==> src/rtl/lwe_encrypt_accum_if.sv <==
// Beat-in / row-result-out bundle for the LWE accumulator; master is the producer side.
// Both directions use valid/ready; in_* carries lane beats, out_* carries reduced rows.
interface lwe_encrypt_accum_if #(
  parameter int LANES     = 2,
  parameter int CT_WIDTH  = 32,
  parameter int Q_WIDTH   = 10,
  parameter int ROW_WIDTH = 8
);
  logic                      in_valid;
  logic                      in_ready;
  logic [LANES*CT_WIDTH-1:0] in_data;
  logic [LANES-1:0]          in_mask;
  logic [ROW_WIDTH-1:0]      in_row;
  logic                      in_last;
  logic                      out_valid;
  logic                      out_ready;
  logic [Q_WIDTH-1:0]        out_data;
  logic [ROW_WIDTH-1:0]      out_row;
  logic                      out_last;

  modport master (
    output in_valid, in_data, in_mask, in_row, in_last, out_ready,
    input  in_ready, out_valid, out_data, out_row, out_last
  );

  modport slave (
    input  in_valid, in_data, in_mask, in_row, in_last, out_ready,
    output in_ready, out_valid, out_data, out_row, out_last
  );
endinterface

==> src/rtl/lwe_encrypt_accum.sv <==
// Streaming LWE row accumulator: sums masked lane words mod 2^Q, adds scaled pt on the b row.
// Row result appears one cycle after the closing beat; single output register, in_ready drops while it is held.
module lwe_encrypt_accum #(
  parameter int LANES     = 2,
  parameter int CT_WIDTH  = 32,
  parameter int Q_WIDTH   = 10,
  parameter int PT_WIDTH  = 6,
  parameter int ROWS      = 129,
  parameter int ROW_WIDTH = 8
) (
  input  logic                clk,
  input  logic                rst_n,
  input  logic                start,
  input  logic [PT_WIDTH-1:0] pt,
  lwe_encrypt_accum_if.slave  bus,
  output logic                busy,
  output logic                done,
  output logic                err
);

  typedef enum logic [1:0] {IDLE, ACCUM, FLUSH} state_t;

  typedef struct packed {
    logic [Q_WIDTH-1:0]   data;
    logic [ROW_WIDTH-1:0] row;
    logic                 last;
  } res_t;

  localparam logic [ROW_WIDTH-1:0] B_ROW = ROW_WIDTH'(ROWS - 1);

  state_t               state_q, state_d;
  logic [Q_WIDTH-1:0]   acc_q;
  logic [ROW_WIDTH-1:0] row_q;
  logic [PT_WIDTH-1:0]  pt_q;
  logic                 err_q;
  logic                 out_vld_q;
  res_t                 res_q;

  logic [Q_WIDTH-1:0]   beat_sum;
  logic [Q_WIDTH-1:0]   acc_next;
  logic [Q_WIDTH-1:0]   pt_scaled;
  logic                 accept, row_ok, close, is_b, out_hs;

  // Lane bits above Q_WIDTH cannot affect a mod-2^Q sum.
  logic unused_lane_bits;
  assign unused_lane_bits = ^bus.in_data;

  always_comb begin
    beat_sum = '0;
    for (int k = 0; k < LANES; k++) begin
      if (bus.in_mask[k]) beat_sum = beat_sum + bus.in_data[k*CT_WIDTH +: Q_WIDTH];
    end
  end

  assign pt_scaled = {pt_q, {(Q_WIDTH-PT_WIDTH){1'b0}}};
  assign acc_next  = acc_q + beat_sum;
  assign accept    = bus.in_valid && bus.in_ready;
  assign row_ok    = (bus.in_row == row_q);
  assign close     = accept && row_ok && bus.in_last;
  assign is_b      = (row_q == B_ROW);
  assign out_hs    = out_vld_q && bus.out_ready;

  assign bus.in_ready  = (state_q == ACCUM) && (!out_vld_q || bus.out_ready);
  assign bus.out_valid = out_vld_q;
  assign bus.out_data  = res_q.data;
  assign bus.out_row   = res_q.row;
  assign bus.out_last  = res_q.last;
  assign busy          = (state_q != IDLE);
  assign err           = err_q;

  always_ff @(posedge clk) begin
    if (!rst_n) state_q <= IDLE;
    else        state_q <= state_d;
  end

  always_comb begin
    state_d = state_q;
    done    = 1'b0;
    case (state_q)
      IDLE:  if (start) state_d = ACCUM;
      ACCUM: if (close && is_b) state_d = FLUSH;
      FLUSH: begin
        if (out_hs) begin
          done    = 1'b1;
          state_d = IDLE;
        end
      end
      default: state_d = IDLE;
    endcase
  end

  always_ff @(posedge clk) begin
    if (!rst_n) begin
      acc_q     <= '0;
      row_q     <= '0;
      pt_q      <= '0;
      err_q     <= 1'b0;
      out_vld_q <= 1'b0;
      res_q     <= '0;
    end else begin
      if (state_q == IDLE && start) begin
        pt_q  <= pt;
        acc_q <= '0;
        row_q <= '0;
        err_q <= 1'b0;
      end
      // A misordered beat only flags the error; it neither accumulates nor closes the row.
      if (accept) begin
        if (!row_ok) begin
          err_q <= 1'b1;
        end else if (bus.in_last) begin
          acc_q      <= '0;
          row_q      <= row_q + ROW_WIDTH'(1);
          res_q.data <= acc_next + (is_b ? pt_scaled : '0);
          res_q.row  <= row_q;
          res_q.last <= is_b;
        end else begin
          acc_q <= acc_next;
        end
      end
      if (close)       out_vld_q <= 1'b1;
      else if (out_hs) out_vld_q <= 1'b0;
    end
  end

endmodule

==> src/flat_wrapper.sv <==
// flat-port wrapper written by rule: the top's interface ports become plain ports
module lwe_encrypt_accum_flat 
#(
  parameter int LANES     = 2,
  parameter int CT_WIDTH  = 32,
  parameter int Q_WIDTH   = 10,
  parameter int PT_WIDTH  = 6,
  parameter int ROWS      = 129,
  parameter int ROW_WIDTH = 8
)
  (clk, rst_n, start, pt, busy, done, err, bus_in_valid, bus_in_data, bus_in_mask, bus_in_row, bus_in_last, bus_out_ready, bus_in_ready, bus_out_valid, bus_out_data, bus_out_row, bus_out_last);
  lwe_encrypt_accum_if #(.LANES(LANES), .CT_WIDTH(CT_WIDTH), .Q_WIDTH(Q_WIDTH), .ROW_WIDTH(ROW_WIDTH)) bus_i ();
  input  logic clk;
  input  logic rst_n;
  input  logic start;
  input  logic [PT_WIDTH-1:0] pt;
  output logic busy;
  output logic done;
  output logic err;
  input wire logic [$bits(bus_i.in_valid)-1:0] bus_in_valid;
  input wire logic [$bits(bus_i.in_data)-1:0] bus_in_data;
  input wire logic [$bits(bus_i.in_mask)-1:0] bus_in_mask;
  input wire logic [$bits(bus_i.in_row)-1:0] bus_in_row;
  input wire logic [$bits(bus_i.in_last)-1:0] bus_in_last;
  input wire logic [$bits(bus_i.out_ready)-1:0] bus_out_ready;
  output wire logic [$bits(bus_i.in_ready)-1:0] bus_in_ready;
  output wire logic [$bits(bus_i.out_valid)-1:0] bus_out_valid;
  output wire logic [$bits(bus_i.out_data)-1:0] bus_out_data;
  output wire logic [$bits(bus_i.out_row)-1:0] bus_out_row;
  output wire logic [$bits(bus_i.out_last)-1:0] bus_out_last;
  assign bus_i.in_valid = bus_in_valid;
  assign bus_i.in_data = bus_in_data;
  assign bus_i.in_mask = bus_in_mask;
  assign bus_i.in_row = bus_in_row;
  assign bus_i.in_last = bus_in_last;
  assign bus_i.out_ready = bus_out_ready;
  assign bus_in_ready = bus_i.in_ready;
  assign bus_out_valid = bus_i.out_valid;
  assign bus_out_data = bus_i.out_data;
  assign bus_out_row = bus_i.out_row;
  assign bus_out_last = bus_i.out_last;
  lwe_encrypt_accum #(.LANES(LANES), .CT_WIDTH(CT_WIDTH), .Q_WIDTH(Q_WIDTH), .PT_WIDTH(PT_WIDTH), .ROWS(ROWS), .ROW_WIDTH(ROW_WIDTH)) u_core (.clk(clk), .rst_n(rst_n), .start(start), .pt(pt), .bus(bus_i), .busy(busy), .done(done), .err(err));
endmodule
==> config.mk <==
export PLATFORM = sky130hd
export DESIGN_NAME = lwe_encrypt_accum_flat
export DESIGN_NICKNAME = d
export VERILOG_FILES = /design/src/rtl/lwe_encrypt_accum_if.sv /design/src/rtl/lwe_encrypt_accum.sv /design/src/flat_wrapper.sv
export SDC_FILE = /design/constraint.sdc
export NUM_CORES = 1
export LEC_CHECK = 0
export ABC_AREA = 1
export CAP_MARGIN = 0
export CORE_MARGIN = 2
export CORE_UTILIZATION = 42
export DETAILED_ROUTE_END_ITERATION = 6
export GPL_TIMING_DRIVEN = 0
export PLACE_DENSITY_LB_ADDON = 0.08
export SKIP_LAST_GASP = 1
export SLEW_MARGIN = 20
export SYNTH_ARGS = -nofsm -noshare
export SYNTH_HDL_FRONTEND = slang
export SYNTH_SLANG_ARGS = --single-unit
export TNS_END_PERCENT = 5
==> constraint.sdc <==
create_clock -name clk -period 4.6 [get_ports clk]
set_clock_uncertainty 0.2 [all_clocks]
set_input_delay 0.92 -clock clk [delete_from_list [all_inputs] [get_ports clk]]
set_output_delay 0.92 -clock clk [all_outputs]
set_load 0.005 [all_outputs]
# --- Word level (Yosys, flattened, before mapping) ---
# Cells that the tools add are included.
op_classes:
  add_sub_neg: 4
  eq_ne: 7
  n_mux: 22
  reduce_logical: 14
ops:
  columns: ["op", "n"]
  rows:
  - ["$mux 10", 7]
  - ["$mux 8", 4]
  - ["$add 10x10->10", 3]
  - ["$add 8x1->8 const B", 1]
  - ["$eq 8x8->1", 1]
  - ["$eq 8x8->1 const B", 1]
  - ["$logic_and 1x1->1", 7]
  - ["$mux 1", 7]
  - ["$mux 2", 3]
  - ["$pmux 2 s3", 1]
  - ["$reduce_and 3->1", 2]
  - ["$ne 2x2->1 const B", 2]
  - ["$reduce_bool 2->1", 2]
  - ["$eq 2x1->1 const B", 1]
  - ["$eq 2x2->1 const B", 1]
  - ["$logic_not 2->1", 1]
  - ["$ne 2x1->1 const B", 1]
  - ["$logic_not 1->1", 1]
  - ["$logic_or 1x1->1", 1]
totals:
  regBits: 47
  input_bits: 86
  output_inout_bits: 24
  wordCells: 56

# --- Logic depth before layout (Yosys ltp) ---
logic_depth:
  depth_word: 9
  ltp_mapped: 29

# --- Worst setup path before layout ---
# No wires, ideal clock.
synth_timing:
  path_type: "input to register"
  from: "input port bus_in_mask[0]"
  to: "register u_core.res_q, in the netlist u_core.bus.out_data[9]"
  t_arrival_ns: 4.265
  required_ns: 4.291
  path_slack_ns: 0.026
  path_stages: 26
  path_buffers: 1
  cell_sequence: "buf_4 nand2_1 inv_1 ha_1 fa_1 nand4_1 o211ai_2 xor2_1 o21ai_0 ha_1 a21oi_1 o21ai_0 a21oi_1 nor2_1 nor2_1 xor2_1 inv_1 ha_1 nand2_1 nand2_1 a21oi_1 xnor2_1 nand3b_1 nand3_1 nand2_1 inv_1"
synth_via:
  elab_chain_cells: 5
synth_lines:
  columns: ["item", "line_no", "text"]
  rows:
  - ["from (decl)", "flat_wrapper.sv:22", "input wire logic [$bits(bus_i.in_mask)-1:0] bus_in_mask;"]
  - ["$mux 10 *", "lwe_encrypt_accum.sv:51", "if (bus.in_mask[k]) beat_sum = beat_sum + bus.in_data[k*CT_WIDTH +: Q_WIDTH];"]
  - ["$add 10x10->10", "lwe_encrypt_accum.sv:51", null]
  - ["$mux 10 *", "lwe_encrypt_accum.sv:51", null]
  - ["$add 10x10->10 *", "lwe_encrypt_accum.sv:56", "assign acc_next = acc_q + beat_sum;"]
  - ["$add 10x10->10 *", "lwe_encrypt_accum.sv:114", "res_q.data <= acc_next + (is_b ? pt_scaled : '0);"]
  - ["to (decl)", "lwe_encrypt_accum.sv:37", "res_t res_q;"]
# Mark *: on every way between the ends. The rest lies on a longest branch, timed or not.
# A chain may end at the register's enable or synchronous reset.

# --- Final worst setup path ---
# Same ends and word-level chain as after synthesis.

==> run_results.csv <==
group,metric,value,unit
yosys,synth_seq_cells,47,
cts,numCtsBuffers,5,
status,status,"finished, final reports clean",
yosys,yosysTopAreaCell,"dfxtp_1",
yosys,ys_seq_area_share,29.5,%
worst_setup_path,crit_path_max_incr_delay,370,ps
yosys,syn_area_per_cell,7.09,µm²
cts,clk_path_buf_depth,2,
placed_design,portBuffers,65,
worst_setup_path,crit_start,"bus_in_mask[0]",
global_routing,grt_max_degree,14,
sta,tightest_slew,569,ps
worst_setup_path,crit_type,"primary input to flip-flop",
yosys,yosysWarnings,0,
yosys,synth_cells,449,
worst_hold_path,hp-start,"u_core.pt_q[5]",
die,die_y,91.1,µm
final_layout,final_common_cell,"nand2_1",
worst_setup_path,reg2reg_from,"u_core.acc_q[0]",
worst_setup_path,critPathArrivalTime,4390,ps
sta,fin_crit,4390,ps
detailed_routing,drt_iter0_markers,93,
worst_setup_path,critPathMaxFanout,5,
sta,finalCritPeriodShare,95.4,%
final_layout,drive_above_1_share,17.6,%
yosys,synth.net_count,562,
cts,cts_root_buf,"clkbuf_8",
detailed_routing,drtAntennaViolNets,0,
flow_run,cap_violations,0,
worst_setup_path,critPathCaptureType,"flip-flop",
worst_setup_path,crit_top_cell,"buf_4",
yosys,netlist_area,3190,µm²
sta,max_freq,228,MHz
final_layout,final_nets,659,
die,coreArea,7290,µm²
yosys,synth_top_area_share,29.5,%
yosys,yosys.cell_types.count,38,
detailed_routing,detailedRoute.firstPassIterationCount,4,
global_routing,gr-total-overflow,0,
yosys,synth_area_leaders,"dfxtp_1 (30%), ha_1 (9.4%), nand2_1 (8.8%)",
worst_setup_path,worstReg2RegEnd,"u_core.bus.out_data[9]",
detailed_routing,via_count,3226,
cts,cts_tree,"done",
worst_setup_path,critPathCapture,"u_core.bus.out_data[9]",
global_routing,grt_pass1_vias,3017,
worst_setup_path,rr_worst_depth,20,
power,vdd_drop_max,0.157,mV
sta,finalMaxSlewViolations,0,
yosys,async_flop_share,0,%
final_layout,layout_common_cells,"nand2_1 (67), clkdlybuf4s50_1 (58), inv_1 (52)",
cts,cts.sink_count,47,
global_routing,track_usage,20.0,%
detailed_routing,drc,0,
die,rows,31,
worst_setup_path,slowest_stage,"fa_2",
placed_design,dp_hpwl,6290,µm
sta,max_slew_margin,62.1,%
worst_setup_path,worst_setup_path_start_kind,"primary input",
die,ios,110,
global_routing,grt_pass1_wl,13800,µm
power,power,888,µW
yosys,ys.flop_type,"dfxtp_1",
yosys,synth_edf_count,0,
worst_setup_path,crit_required,4610,ps
sta,setup_viol,0,
die,fp.dieArea,8300,µm²
detailed_routing,via_per_inst,5.00,
global_routing,antenna_found_initial,0,
cts,clk-insertion-delay-late,300,ps
final_layout,syn2layout_area_growth,38.3,%
detailed_routing,wirelength,8370,µm
placed_design,gp_congestion,0.841,
power,p_per_area,202,nW/µm²
die,dieWidth,91.1,µm
power,power_leakage,0.00194,µW
cts,htree_num_levels,2,
cts,path_clk_slew,80,ps
worst_setup_path,regToRegSetupSlack,1370,ps
sta,fin_tns_setup,0,ps
sta,finalHoldViolCount,0,
final_layout,antenna_cells,0,
detailed_routing,wl_per_cell,13.0,µm
die,initial_core_util,43.7,%
worst_hold_path,hp-class,"flip-flop to flip-flop",
-- routing by layer --
| metal | vias to the layer above | part of all wire [%] | global-route usage (%) |
|---|---|---|---|
| met2 | 59 | 46 | 32.1 |
| li1 | 1674 | - | - |
| met3 | 11 | 4.3 | 3.15 |
| met5 | - | 0 | 0 |
| met4 | 0 | 1.2 | 4.80 |
| met1 | 1482 | 48 | 28.1 |
-- logic make-up (layout without fill, tap and decap cells) --
| family | count (synthesis) | in the layout | synth area share (%) |
|---|---|---|---|
| AND/OR/NAND/NOR | 180 | 180 | 26.1 |
| AO/OA/AOI/OAI | 95 | 95 | 17.0 |
| buffers and inverters | 78 | 175 | 9.98 |
| flip-flops | 47 | 47 | 29.5 |
| adder cells (fa/ha/maj) | 27 | 27 | 11.3 |
| XOR/XNOR | 22 | 22 | 6.05 |
-- Yosys cell counts, types with 2 or more instances --
cell type and number:
o21bai_1 3, nor2_2 2, inv_1 58, nand2_2 4, nand2_1 75, o21ai_1 4
inv_2 3, fa_1 3, buf_4 3, nand3_1 35, dfxtp_1 47, nor3_1 6
clkbuf_1 9, xor2_1 14, nand4_1 7, ha_1 24, buf_2 3, nor2_1 41
nor4_2 2, a21oi_1 45, a2111oi_2 3, o21ai_0 33, xnor2_1 8, nand3_2 3
-- critical path, delay by kind of cell --
| family | cells | cell delay [ps] |
|---|---|---|
| buffers and inverters | 14 | 1550 |
| and+or+nand+nor | 8 | 650 |
| xor gates and xnor gates | 1 | 150 |
| adders and majority gates | 2 | 650 |
| AOI/OAI and AO/OA | 4 | 460 |
-- power by group --
| part | leakage [µW] | switching (µW) | internal [µW] |
|---|---|---|---|
| combinational | 0.00151 | 114 | 105 |
| sequential | 0.000380 | 2.55 | 412 |
| clock | 0.0000470 | 136 | 118 |
| total | 0.00194 | 253 | 635 |
-- registers in the layout, indices dropped and copies added, names as in the netlist --
name                  flops
u_core.bus.out_row        8
u_core.bus.out_data      10
u_core.bus.out_valid      1
u_core.err                1
u_core.acc_q             10
u_core.state_q            2
u_core.row_q              8
u_core.pt_q               6
u_core.bus.out_last       1
-- repair_timing --
action                                  4_1_cts  5_1_grt
resized for setup                            27       25
hold endpoints to repair                      0        0
setup buffers                                16       10
endpoints found under the setup margin        5        4
cloned                                        0        0
hold buffers                                  0        0
pin swaps                                    21       33
-- final cells by class --
type                            instances  area, µm²
Inverter                               62        235
Timing Repair Buffer                   91        852
Clock buffer                            6       82.6
Buffer                                 15       86.3
Sequential cell                        47        941
Clock inverter                          1       5.00
Multi-Input combinational cell        324       2080
Tap cell                               99        124
Fill cell                             723       2890
-- per-stage QoR --
stage | worst slack (ps) | area (µm²) | utilization, % | std cells | hold slack, ps
detailed placement | -987 | 3960 | 54.3 | 613 | 248
CTS | 0.514 | 4260 | 58.5 | 636 | 260
finish | 214 | 4400 | 60.4 | 645 | 265
floorplan | 26.2 | 3190 | - | 449 | 224
global route | -33.0 | 4400 | 60.4 | 645 | 279
global placement | -914 | 3960 | 54.3 | 613 | 245
-- worst min-delay path by stage --
stage          slack (ps)        endpoint  cells past startpoint
2_1_floorplan         220  u_core.pt_q[5]                      2
3_3_place_gp          240  u_core.pt_q[5]                      2
3_5_place_dp          250  u_core.pt_q[5]                      2
4_1_cts               260  u_core.pt_q[5]                      2
5_1_grt               280  u_core.pt_q[5]                      2
6_report              270  u_core.pt_q[5]                      2
Note: power is estimated with default switching activity, not from simulation.
